File: config.mk
export PLATFORM = sky130hd
export DESIGN_NAME = bcd_operand_entry
export DESIGN_NICKNAME = d
export VERILOG_FILES = /design/src/rtl/bcd_operand_entry.sv
export SDC_FILE = /design/constraint.sdc
export NUM_CORES = 1
export LEC_CHECK = 0
export ABC_AREA = 1
export ABC_CLOCK_PERIOD_IN_PS = 2950
export BUFFER_PORTS_ARGS = -buffer_cell sky130_fd_sc_hd__buf_2
export CAP_MARGIN = 20
export CORE_ASPECT_RATIO = 0.75
export CORE_MARGIN = 2
export CORE_UTILIZATION = 50
export CTS_CLUSTER_SIZE = 12
export DETAILED_ROUTE_END_ITERATION = 16
export PLACE_DENSITY = 0.75
export REMOVE_ABC_BUFFERS = 1
export SYNTH_ARGS = -nofsm -noshare
export SYNTH_HDL_FRONTEND = slang
export SYNTH_SLANG_ARGS = --single-unit
File: constraint.sdc
create_clock -name clk -period 2.95 [get_ports clk]
set_clock_uncertainty 0.1 [all_clocks]
set_input_delay 0.295 -clock clk [delete_from_list [all_inputs] [get_ports clk]]
set_output_delay 0.295 -clock clk [all_outputs]
set_load 0.005 [all_outputs]
File: src/rtl/bcd_operand_entry.sv
// Keypad front end for the sign-magnitude BCD ALU: builds two-digit BCD operands
// from keypresses and drives the ALU load strobes, opcode and compute enable.
//
// state  | meaning
// -------+-----------------------------------------------------------------
// ENTER1 | typing the first operand
// ENTER2 | first operand loaded, typing the second operand
// RESULT | both operands loaded, ALU result valid (alu_en high)
module bcd_operand_entry #(
    parameter logic [2:0] ADD_OPCODE = 3'b001,
    parameter logic [2:0] SUB_OPCODE = 3'b010
) (
    input  logic       clk,
    input  logic       rst,
    input  logic       key_valid,
    input  logic [3:0] key_code,
    input  logic [8:0] alu_result,
    output logic [8:0] op,
    output logic       assign_op1,
    output logic       assign_op2,
    output logic [2:0] opcode,
    output logic       alu_en,
    output logic [8:0] entry,
    output logic [1:0] state,
    output logic       key_err
);

    typedef enum logic [1:0] {
        ENTER1 = 2'd0,
        ENTER2 = 2'd1,
        RESULT = 2'd2
    } state_t;

    localparam logic [3:0] KEY_ADD = 4'd10;
    localparam logic [3:0] KEY_SUB = 4'd11;
    localparam logic [3:0] KEY_EQ  = 4'd12;
    localparam logic [3:0] KEY_CLR = 4'd13;
    localparam logic [3:0] KEY_NEG = 4'd14;
    localparam logic [3:0] KEY_RSV = 4'd15;

    state_t     state_q, state_n;
    logic [1:0] count_q, count_n;
    logic [8:0] op_n, entry_n;
    logic [2:0] opcode_n;
    logic       assign_op1_n, assign_op2_n, alu_en_n, key_err_n;
    logic       is_digit, is_arith;
    logic [2:0] key_opcode;

    assign state      = state_q;
    assign is_digit   = (key_code < 4'd10);
    assign is_arith   = (key_code == KEY_ADD) || (key_code == KEY_SUB);
    assign key_opcode = (key_code == KEY_SUB) ? SUB_OPCODE : ADD_OPCODE;

    always_ff @(posedge clk) begin
        if (rst) begin
            state_q    <= ENTER1;
            count_q    <= 2'd0;
            op         <= 9'd0;
            entry      <= 9'd0;
            opcode     <= 3'd0;
            assign_op1 <= 1'b0;
            assign_op2 <= 1'b0;
            alu_en     <= 1'b0;
            key_err    <= 1'b0;
        end else begin
            state_q    <= state_n;
            count_q    <= count_n;
            op         <= op_n;
            entry      <= entry_n;
            opcode     <= opcode_n;
            assign_op1 <= assign_op1_n;
            assign_op2 <= assign_op2_n;
            alu_en     <= alu_en_n;
            key_err    <= key_err_n;
        end
    end

    always_comb begin
        state_n      = state_q;
        count_n      = count_q;
        op_n         = op;
        entry_n      = entry;
        opcode_n     = opcode;
        assign_op1_n = 1'b0;
        assign_op2_n = 1'b0;
        alu_en_n     = alu_en;
        key_err_n    = 1'b0;

        // alu_en follows the op2 load by one cycle; a key this cycle may still clear it
        if (assign_op2) begin
            alu_en_n = 1'b1;
        end

        if (key_valid) begin
            if (key_code == KEY_CLR) begin
                state_n  = ENTER1;
                count_n  = 2'd0;
                entry_n  = 9'd0;
                opcode_n = 3'd0;
                alu_en_n = 1'b0;
            end else if (key_code == KEY_RSV) begin
                key_err_n = 1'b1;
            end else begin
                case (state_q)
                    ENTER1, ENTER2: begin
                        if (is_digit) begin
                            if (count_q < 2'd2) begin
                                entry_n = {entry[8], entry[3:0], key_code};
                                count_n = count_q + 2'd1;
                            end else begin
                                key_err_n = 1'b1;
                            end
                        end else if (key_code == KEY_NEG) begin
                            entry_n = {~entry[8], entry[7:0]};
                        end else if (is_arith) begin
                            opcode_n = key_opcode;
                            if (state_q == ENTER1) begin
                                op_n         = entry;
                                assign_op1_n = 1'b1;
                                entry_n      = 9'd0;
                                count_n      = 2'd0;
                                state_n      = ENTER2;
                            end
                        end else if (key_code == KEY_EQ) begin
                            if (state_q == ENTER2) begin
                                op_n         = entry;
                                assign_op2_n = 1'b1;
                                state_n      = RESULT;
                            end else begin
                                key_err_n = 1'b1;
                            end
                        end
                    end
                    RESULT: begin
                        if (is_digit) begin
                            alu_en_n = 1'b0;
                            entry_n  = {5'd0, key_code};
                            count_n  = 2'd1;
                            opcode_n = 3'd0;
                            state_n  = ENTER1;
                        end else if (is_arith) begin
                            // chain: the current result becomes the new first operand
                            op_n         = alu_result;
                            assign_op1_n = 1'b1;
                            opcode_n     = key_opcode;
                            alu_en_n     = 1'b0;
                            entry_n      = 9'd0;
                            count_n      = 2'd0;
                            state_n      = ENTER2;
                        end else begin
                            key_err_n = 1'b1;
                        end
                    end
                    default: begin
                        state_n = ENTER1;
                    end
                endcase
            end
        end
    end

endmodule

==> results of run 1 <==
==> cells in the final DEF, fill, tap and decap left out <==
master	netlist	final
nand2_1	77	77
nor2_1	42	42
buf_2	2	42
inv_1	37	37
dfxtp_1	29	29
nand3_1	20	20
nor2_2	13	13
o21ai_0	9	9
nand2_2	8	8
inv_2	6	6
clkbuf_8	0	6
a21oi_2	5	5
nand4_1	5	5
a21oi_1	4	4
nand3_2	3	3
clkinv_1	3	3
a21oi_4	2	2
o21bai_2	2	2
nor3_1	2	2
nor2_4	1	1
inv_4	1	1
nor2_8	1	1
nand2_4	1	1
clkinv_4	1	1
o21ai_2	1	1
and3_1	1	1
nand3_4	1	1
nor4_1	1	1
o21bai_1	1	1
a41oi_1	1	1
clkbuf_1	1	1
buf_4	2	1
==> cell families (layout without fill, tap and decap cells) <==
logic type,after synthesis,after routing,synth area share [%]
buffers and inverters,55,98,13.5
AND/OR/NAND/NOR,176,176,44.7
AO/OA/AOI/OAI,25,25,10.3
flip-flops,29,29,31.6
==> path summary, 6_finish.rpt <==
kind / from / endpoint / cells past startpoint
max: state[1]$_SDFFE_PP0P_ / entry[3]$_SDFFE_PP0P_ / 9
min: key_valid / alu_en$_SDFF_PP0_ / 2
max reg2reg: state[1]$_SDFFE_PP0P_ / entry[3]$_SDFFE_PP0P_ / 9
min reg2reg: op[7]$_SDFFE_PP0P_ / op[7]$_SDFFE_PP0P_ / 2
==> sequential cells by signal, summed over array words and instances, names as in the netlist, 2 cells and up <==
register,cells
state,2
op,9
entry,9
count_q,2
opcode,3
==> worst max-delay path: cells and delay by family (launching register included) <==
kind	cells	cell delay, ns
flops	1	0.51
buf+inv	2	0.16
simple gates	7	0.95
==> final cells by class <==
cell class	instances	share of cell area, %
clock buffer	7	4.02
inverter	48	8.74
multi-input combinational	201	47.1
sequential	29	27.0
tap	52	3.03
timing repair buffer	43	10.1
==> metal layers <==
metal / vias up / wire (um) / GRT usage (%) / share of wire, %
met5: - / 0 / 0 / 0
met4: 0 / 24 / 4.68 / 0.57
met3: 2 / 295 / 5.75 / 7.0
met2: 56 / 1750 / 31.6 / 41
met1: 812 / 2170 / 33.9 / 51
li1: 961 / - / - / -
==> where the power goes <==
group          internal [mW]  total, mW  leakage [nW]  switching [mW]
registers              0.414      0.427         0.236          0.0132
logic                 0.0711      0.195         0.859           0.124
clock network          0.185      0.329        0.0443           0.144
==> metrics by stage <==
stage,instances,setup slack (ns)
global placement,373,1.10
floorplan,278,1.35
detailed placement,373,1.10
finish,380,1.11
CTS,380,1.10
global route,380,0.909
==> results.cfg, run 1 <==
[route]
vias = 1831
drt-wirelength-per-cell_um = 11.2
routed_wirelength_um = 4240
antenna_left = 0
drt_iter0_drc = 102
drc = 0
detail_route.first_pass.iterations = 4
post_drt_via_cell_ratio = 4.82

[timing]
whs_ns = 0.163
drv_slew = 0
finalCritPeriodShare_pct = 62.5
relSlewSlack_pct = 48.7
finalCriticalPeriod_ns = 1.84
rsz0062_at_grt = no
hold_violations = 0
fmax_mhz = 542
setup_tns_ns = 0
setup_violations = 0
max_slew.worst_pin.slew_ns = 0.769

[critical_path]
critPathMaxStageDelay_ns = 0.51
cp-end-kind = flip-flop
start_kind = flip-flop
ff2ff_setup_slack_ns = 1.11
cp.arrival_ns = 1.91
cp_cell_sequence = inv_4 -> nor2_8 -> nand3_2 -> nand2_2 -> inv_2 -> nand3_4 -> nand2_1 -> nand2_1 -> nor2_1
critPathKind = reg -> reg
worstPathMaxFanout = 19
required_ns = 3.01
cp_common_cell = nand2_1
slowest_stage = dfxtp_1

[synthesis]
synth_area_leader_cell = dfxtp_1
synth.distinct_cells = 33
seq_area_frac_synth_pct = 31.6
synth_top_area_share_pct = 31.6
async_reset_ff_share_pct = 0
synth-edff-count = 0
synthCells = 285
syn_avg_cell_area_um2 = 6.45
yosys-top-cells-area = dfxtp_1 (32%), nand2_1 (16%), nor2_1 (8.6%), inv_1 (7.6%), nand3_1 (5.4%)
synth-main-ff-cell = dfxtp_1
ys_ff_latch = 29
synthTopCellsByCount = nand2_1 (77), nor2_1 (42), inv_1 (37)
yosysMostFrequentCell = nand2_1
synth_area_um2 = 1840
yosysWarnings = 0

[grt]
grt_overflow_total = 0
grt_usage_pct = 22.3
antenna_found_initial = 0
grt_pass1_vias = 1601
grt_pass1_wl_um = 7200
grt_max_degree = 24

[clock_network]
postCtsSetupBuffers = 0
clockBufferDepth = 2
cts_resized = 0
path_clk_slew_ns = 0.06
cts_tree = yes
numClockSinks = 29
hold_buffers = 0
insertion_delay_ns = 0.27
htree_levels = 2
cts_root_buf = clkbuf_8
numCtsBuffers = 5

[flow_run]
maxCapViolations = 0

[place]
gp_congestion = 0.963
dp_hpwl_um = 3230
port_buffers = 42
dpl_cell_area_um2 = 2060

[layout]
area_growth_pct = 16.8
fin_nets = 344
antennaDiodeCount = 0
multiInputGateArea_um2 = 1010
seqCellArea_um2 = 581
fill_cells = 365
fin_area_um2 = 2150
drive_gt1_share_pct = 29.0
fin_util_pct = 59.8

[status]
status = completed

[floorplanning]
fp.dieArea_um2 = 4180
io_pins = 43
initial_utilization_pct = 51.2
fp.dieH_um = 56.5
die_w_um = 74.0
core_um2 = 3590
row_count = 19

[pwr]
power.density_nw_per_um2 = 443
ir_drop_mv = 0.301
finalPower_mw = 0.951
leakage_nw = 1.14

[hold_path]
hp-class = in -> reg
Power figures use the tool's default switching activity.
==> run 2: changes to the inputs <==
--- a/config.mk
+++ b/config.mk
@@ -6,12 +6,12 @@
 export NUM_CORES = 1
 export LEC_CHECK = 0
 export ABC_AREA = 1
-export ABC_CLOCK_PERIOD_IN_PS = 2950
+export ABC_CLOCK_PERIOD_IN_PS = 1500
 export BUFFER_PORTS_ARGS = -buffer_cell sky130_fd_sc_hd__buf_2
 export CAP_MARGIN = 20
 export CORE_ASPECT_RATIO = 0.75
 export CORE_MARGIN = 2
-export CORE_UTILIZATION = 50
+export CORE_UTILIZATION = 48
 export CTS_CLUSTER_SIZE = 12
 export DETAILED_ROUTE_END_ITERATION = 16
 export PLACE_DENSITY = 0.75
==> constraint.sdc (replaced) <==
create_clock -name clk -period 1.5 [get_ports clk]
set_clock_uncertainty 0.1 [all_clocks]
set_input_delay 0.15 -clock clk [delete_from_list [all_inputs] [get_ports clk]]
set_output_delay 0.15 -clock clk [all_outputs]
set_load 0.005 [all_outputs]
==> run 2 against run 1 <==
Wire length up 29%. Utilization up 12 points. Via count up 17%. Maximum frequency up 24%. Clock power up 95%. Final cell count up 12%. Total power up 110%. Combinational power rose to 2.6 times the previous value. Largest cell class unchanged. Non-clock buffer count up 40.
==> results.cfg, run 2 (synthesis results as in run 1) <==
[timing]
setup_violations = 0
fmax_mhz = 673
hold_violations = 0
relSlewSlack_pct = 79.1
max_slew.worst_pin.slew_ns = 0.312
drv_slew = 0
setup_tns_ns = 0
whs_ns = 0.0123
layout_setup_ws_ns = 0.0131
finalCritPeriodShare_pct = 99.1
finalCriticalPeriod_ns = 1.49
rsz0062_at_grt = yes

[place]
gp_congestion = 0.941
place_inst = 408
dp_hpwl_um = 3800
dpl_cell_area_um2 = 2370
port_buffers = 42
dp_slack_ns = -0.114

[layout]
final_cell_mix = nand2_1 (77), buf_2 (42), inv_1 (36), buf_4 (34), nor2_1 (33)
area_growth_pct = 43.5
drive_gt1_share_pct = 40.9
antennaDiodeCount = 0
fin_util_pct = 72.1
fin_area_um2 = 2640
mostFrequentLayoutCell = nand2_1
final_cells = 424
fin_nets = 387
reg_top3 = entry x9, op x9, opcode x3

[clock_network]
cts_tree = yes
path_clk_slew_ns = 0.07
numClockSinks = 29
numCtsBuffers = 5
hold_buffers = 0
insertion_delay_ns = 0.28
cts_root_buf = clkbuf_8
htree_levels = 2
clockBufferDepth = 2

[critical_path]
cp_top_family = simple AND/OR/NAND/NOR gates
critPathKind = reg -> reg
cp-end-kind = flip-flop
cp.arrival_ns = 1.56
critPathMaxStageDelay_ns = 0.40
cp_cell_sequence = inv_8 -> nor2_8 -> nand3_2 -> nand2_4 -> clkinv_4 -> nand3_2 -> nand2_1 -> nand2_1 -> nor2_1
slowest_stage = dfxtp_4
path_buf_inv = 2
worstPathMaxFanout = 6
required_ns = 1.57
start_kind = flip-flop

[route]
vias = 2145
drt_iter0_drc = 146
detail_route.first_pass.iterations = 4
drc = 0
routed_wirelength_um = 5470
post_drt_via_cell_ratio = 5.06
antenna_left = 0
drt-wirelength-per-cell_um = 12.9

[grt]
grt_pass1_vias = 1865
grt_usage_pct = 25.9
grt_max_degree = 19
grt_overflow_total = 0
antenna_found_initial = 0
grt_pass1_wl_um = 8580

[pwr]
p_sw_mw = 0.642
finalPower_mw = 1.99
p_seq_share_pct = 42.2
p_sw_share_pct = 32.3
ir_drop_mv = 0.745
combinationalPowerShare_pct = 25.5
leakage_nw = 1.40
clkPwrFrac_pct = 32.3
p_int_mw = 1.34
power.density_nw_per_um2 = 752

[hold_path]
hp-class = in -> reg

[flow_run]
maxCapViolations = 0

[floorplanning]
core_um2 = 3660
fp.dieH_um = 57.6
fp.dieArea_um2 = 4350
row_count = 19
io_pins = 43
die_w_um = 75.5
initial_utilization_pct = 50.2

[status]
status = completed
==> run 2: changes by cell type in the layout (fill, tap and decap cells not counted), moves of 5 or more <==
cell,change
buf_12,+5
nor2_2,+7
buf_4,+33
nor2_1,-9
==> run 2: path summary, 6_finish.rpt <==
path	startpoint	to	slack, ns	depth (start not counted)
max	state[1]$_SDFFE_PP0P_	count_q[0]$_SDFFE_PP0P_	0.01	9
min	key_valid	alu_en$_SDFF_PP0_	0.01	2
max reg2reg	state[1]$_SDFFE_PP0P_	count_q[0]$_SDFFE_PP0P_	0.01	9
min reg2reg	op[7]$_SDFFE_PP0P_	op[7]$_SDFFE_PP0P_	0.37	2
==> run 2: cell type report <==
| type | instances | area [um^2] |
|---|---|---|
| clock buffer | 6 | 72.6 |
| clock inverter | 2 | 10.0 |
| fill | 300 | 1020 |
| inverter | 48 | 205 |
| multi-input combinational | 204 | 1100 |
| sequential | 29 | 586 |
| tap | 52 | 65.1 |
| timing repair buffer | 83 | 602 |
==> run 2: layer usage <==
layer	global-route usage (%)	vias to the layer above	wire [um]
li1	-	1062	-
met1	37.5	973	2390
met2	39.1	98	2460
met3	6.43	12	549
met4	5.51	0	76
met5	0	-	0
==> run 2: repair_timing <==
| action | CTS | global route |
|---|---|---|
| setup buffers | 1 | 3 |
| gates resized for setup | 2 | 28 |
| endpoints found under the setup margin | 22 | 24 |
| gates cloned | 1 | 3 |
| pin swaps | 2 | 5 |
==> run 2: power by group through the flow <==
stage                     clock network, mW  registers [mW]  logic [mW]
final                                 0.641           0.838       0.507
after floorplan                           0           0.858       0.255
after global routing                  0.674           0.843       0.560
after detailed placement                  0           0.854       0.444
after CTS                             0.640           0.837       0.463
after global placement                    0           0.852       0.435
==> run 3: changes to the inputs <==
--- a/config.mk
+++ b/config.mk
@@ -11,10 +11,10 @@
 export CAP_MARGIN = 20
 export CORE_ASPECT_RATIO = 0.75
 export CORE_MARGIN = 2
-export CORE_UTILIZATION = 48
+export CORE_UTILIZATION = 45
 export CTS_CLUSTER_SIZE = 12
 export DETAILED_ROUTE_END_ITERATION = 16
-export PLACE_DENSITY = 0.75
+export PLACE_DENSITY = 0.71
 export REMOVE_ABC_BUFFERS = 1
 export SYNTH_ARGS = -nofsm -noshare
 export SYNTH_HDL_FRONTEND = slang
==> run 3 against run 2 <==
Cell area decreased by 0.85%. Critical path depth increased by 1. Highest routed layer unchanged. Worst setup slack improved by 0.029 ns. Sequential power about the same. First-iteration DRC count rose by 29%. Clock power about the same. Combinational power grew 2%. Maximum frequency rose by 2.0%.
==> results.cfg, run 3 (synthesis results as in run 1) <==
[status]
status = completed

[pwr]
ir_drop_mv = 0.406
power.density_nw_per_um2 = 762
leakage_nw = 1.40

[layout]
reg_top3 = entry x9, op x9, opcode x3
fin_nets = 387
mostFrequentLayoutCell = nand2_1
drive_gt1_share_pct = 40.3
final_cell_mix = nand2_1 (76), buf_2 (42), nor2_1 (37), inv_1 (36), buf_4 (35)
area_growth_pct = 42.2
antennaDiodeCount = 0
final_cells = 427

[critical_path]
reg2regPathDepth = 10
required_ns = 1.58
cp-end-kind = flip-flop
worstPathMaxFanout = 10
critPathKind = reg -> reg
start_kind = flip-flop
cp.arrival_ns = 1.54
reg2reg_from = state[0]$_SDFFE_PP0P_
r2r-end = op[0]$_SDFFE_PP0P_
ff2ff_setup_slack_ns = 0.04

[grt]
grt_pass1_wl_um = 8200
antenna_found_initial = 0
grt_overflow_total = 0
grt_usage_pct = 22.8
grt_max_degree = 19
grt_pass1_vias = 1763

[route]
drc = 0
routed_wirelength_um = 5090
vias = 2001
detail_route.first_pass.iterations = 4
routed.top_layer = met4
routed-wl-met2_um = 2180
antenna_left = 0
post_drt_via_cell_ratio = 4.69
drt-wirelength-per-cell_um = 11.9
drt-met1-wl_um = 2470
dr_wl_met3_um = 369
drt_iter0_drc = 188

[clock_network]
numCtsBuffers = 5
numClockSinks = 29
clockBufferDepth = 2
htree_levels = 2
insertion_delay_ns = 0.29
cts_root_buf = clkbuf_8
cts_tree = yes
path_clk_slew_ns = 0.07

[timing]
relSlewSlack_pct = 82.2
drv_slew = 0
max_slew.worst_pin.slew_ns = 0.266
layout_setup_ws_ns = 0.0421
fmax_mhz = 686
setup_violations = 0
hold_violations = 0
rsz0062_at_grt = yes
finalCritPeriodShare_pct = 97.2
finalCriticalPeriod_ns = 1.46

[place]
port_buffers = 42
place_inst = 412
dp_hpwl_um = 3750
gp_congestion = 0.994
dp_slack_ns = -0.0570

[flow_run]
maxCapViolations = 0

[hold_path]
worstHoldPathCells = 2
hold_start = key_valid
hp-class = in -> reg
min_to = alu_en$_SDFF_PP0_

[floorplanning]
initial_utilization_pct = 46.2
fp.dieArea_um2 = 4620
core_um2 = 3980
io_pins = 43
row_count = 20
fp.dieH_um = 59.4
die_w_um = 77.8
[run 3: changes by cell type in the layout (fill, tap and decap cells not counted), moves of 2 or more]
cell and delta:
nand3_4 -2, nor2_1 +4, nor2_2 -3, nand2_4 -2
inv_8 -2, nand2_2 +3
[run 3: worst max-delay path: stages, from the launching register on]
cell and delay (ns):
dfxtp_4 0.37, buf_6 0.10, inv_4 0.03, nor2_4 0.10, buf_4 0.13, a21oi_4 0.05, buf_12 0.14, nand2_4 0.07
clkinv_4 0.08, nor2_1 0.12, nor2_2 0.04
[run 3: report_power, final]
group          leakage, nW  internal, mW  total, mW  switching, mW
Clock               0.0450         0.321      0.640          0.319
Combinational         1.11         0.237      0.519          0.282
Sequential           0.238         0.810      0.836         0.0254
Total                 1.40          1.37       1.99          0.626
[run 3: repair_timing]
action                     CTS  global route
resized for setup            1            20
hold buffers                 0             0
buffers inserted             4             2
pin swaps                    2             7
gates cloned                 0             1
setup endpoints to repair   19            22
[run 3: cell type report]
cell class / instances / area (um^2)
inverters: 48 / 193
repair buffers: 86 / 641
clock buffers: 6 / 72.6
flip-flops and latches: 29 / 588
fillers: 358 / 1360
well taps: 55 / 68.8
clock inverters: 2 / 10.0
multi-input cells: 201 / 1040
[run 3: through the flow]
step / TNS (ns) / utilization (%) / total power, mW / cell area [um^2] / hold WS, ns
global route: -0.201 / 65.8 / 2.10 / 2620 / 0.0483
CTS: 0 / 63.5 / 1.96 / 2520 / 0.0127
finish: 0 / 65.8 / 1.99 / 2620 / 0.0326
floorplan: -0.909 / - / 1.11 / 1780 / 0.122
detailed placement: -0.455 / 59.7 / 1.29 / 2370 / 0.310
global placement: -0.0269 / 59.7 / 1.29 / 2370 / 0.305
[run 3: how the worst max path moves through the flow]
stage / from / end / cells after the start
2_1_floorplan: state[1]$_SDFFE_PP0P_ / count_q[0]$_SDFFE_PP0P_ / 9
3_3_place_gp: key_code[2] / opcode[1]$_SDFFE_PP0P_ / 12
3_5_place_dp: state[1]$_SDFFE_PP0P_ / op[6]$_SDFFE_PP0P_ / 8
4_1_cts: state[0]$_SDFFE_PP0P_ / op[2]$_SDFFE_PP0P_ / 10
5_1_grt: state[0]$_SDFFE_PP0P_ / entry[1]$_SDFFE_PP0P_ / 10
6_report: state[0]$_SDFFE_PP0P_ / op[0]$_SDFFE_PP0P_ / 10
[run 3: per-layer routing]
| layer | track usage (%) | vias up |
|---|---|---|
| li1 | - | 1044 |
| met1 | 33.4 | 882 |
| met2 | 33.3 | 66 |
| met3 | 5.03 | 9 |
| met4 | 7.65 | 0 |
| met5 | 0 | - |
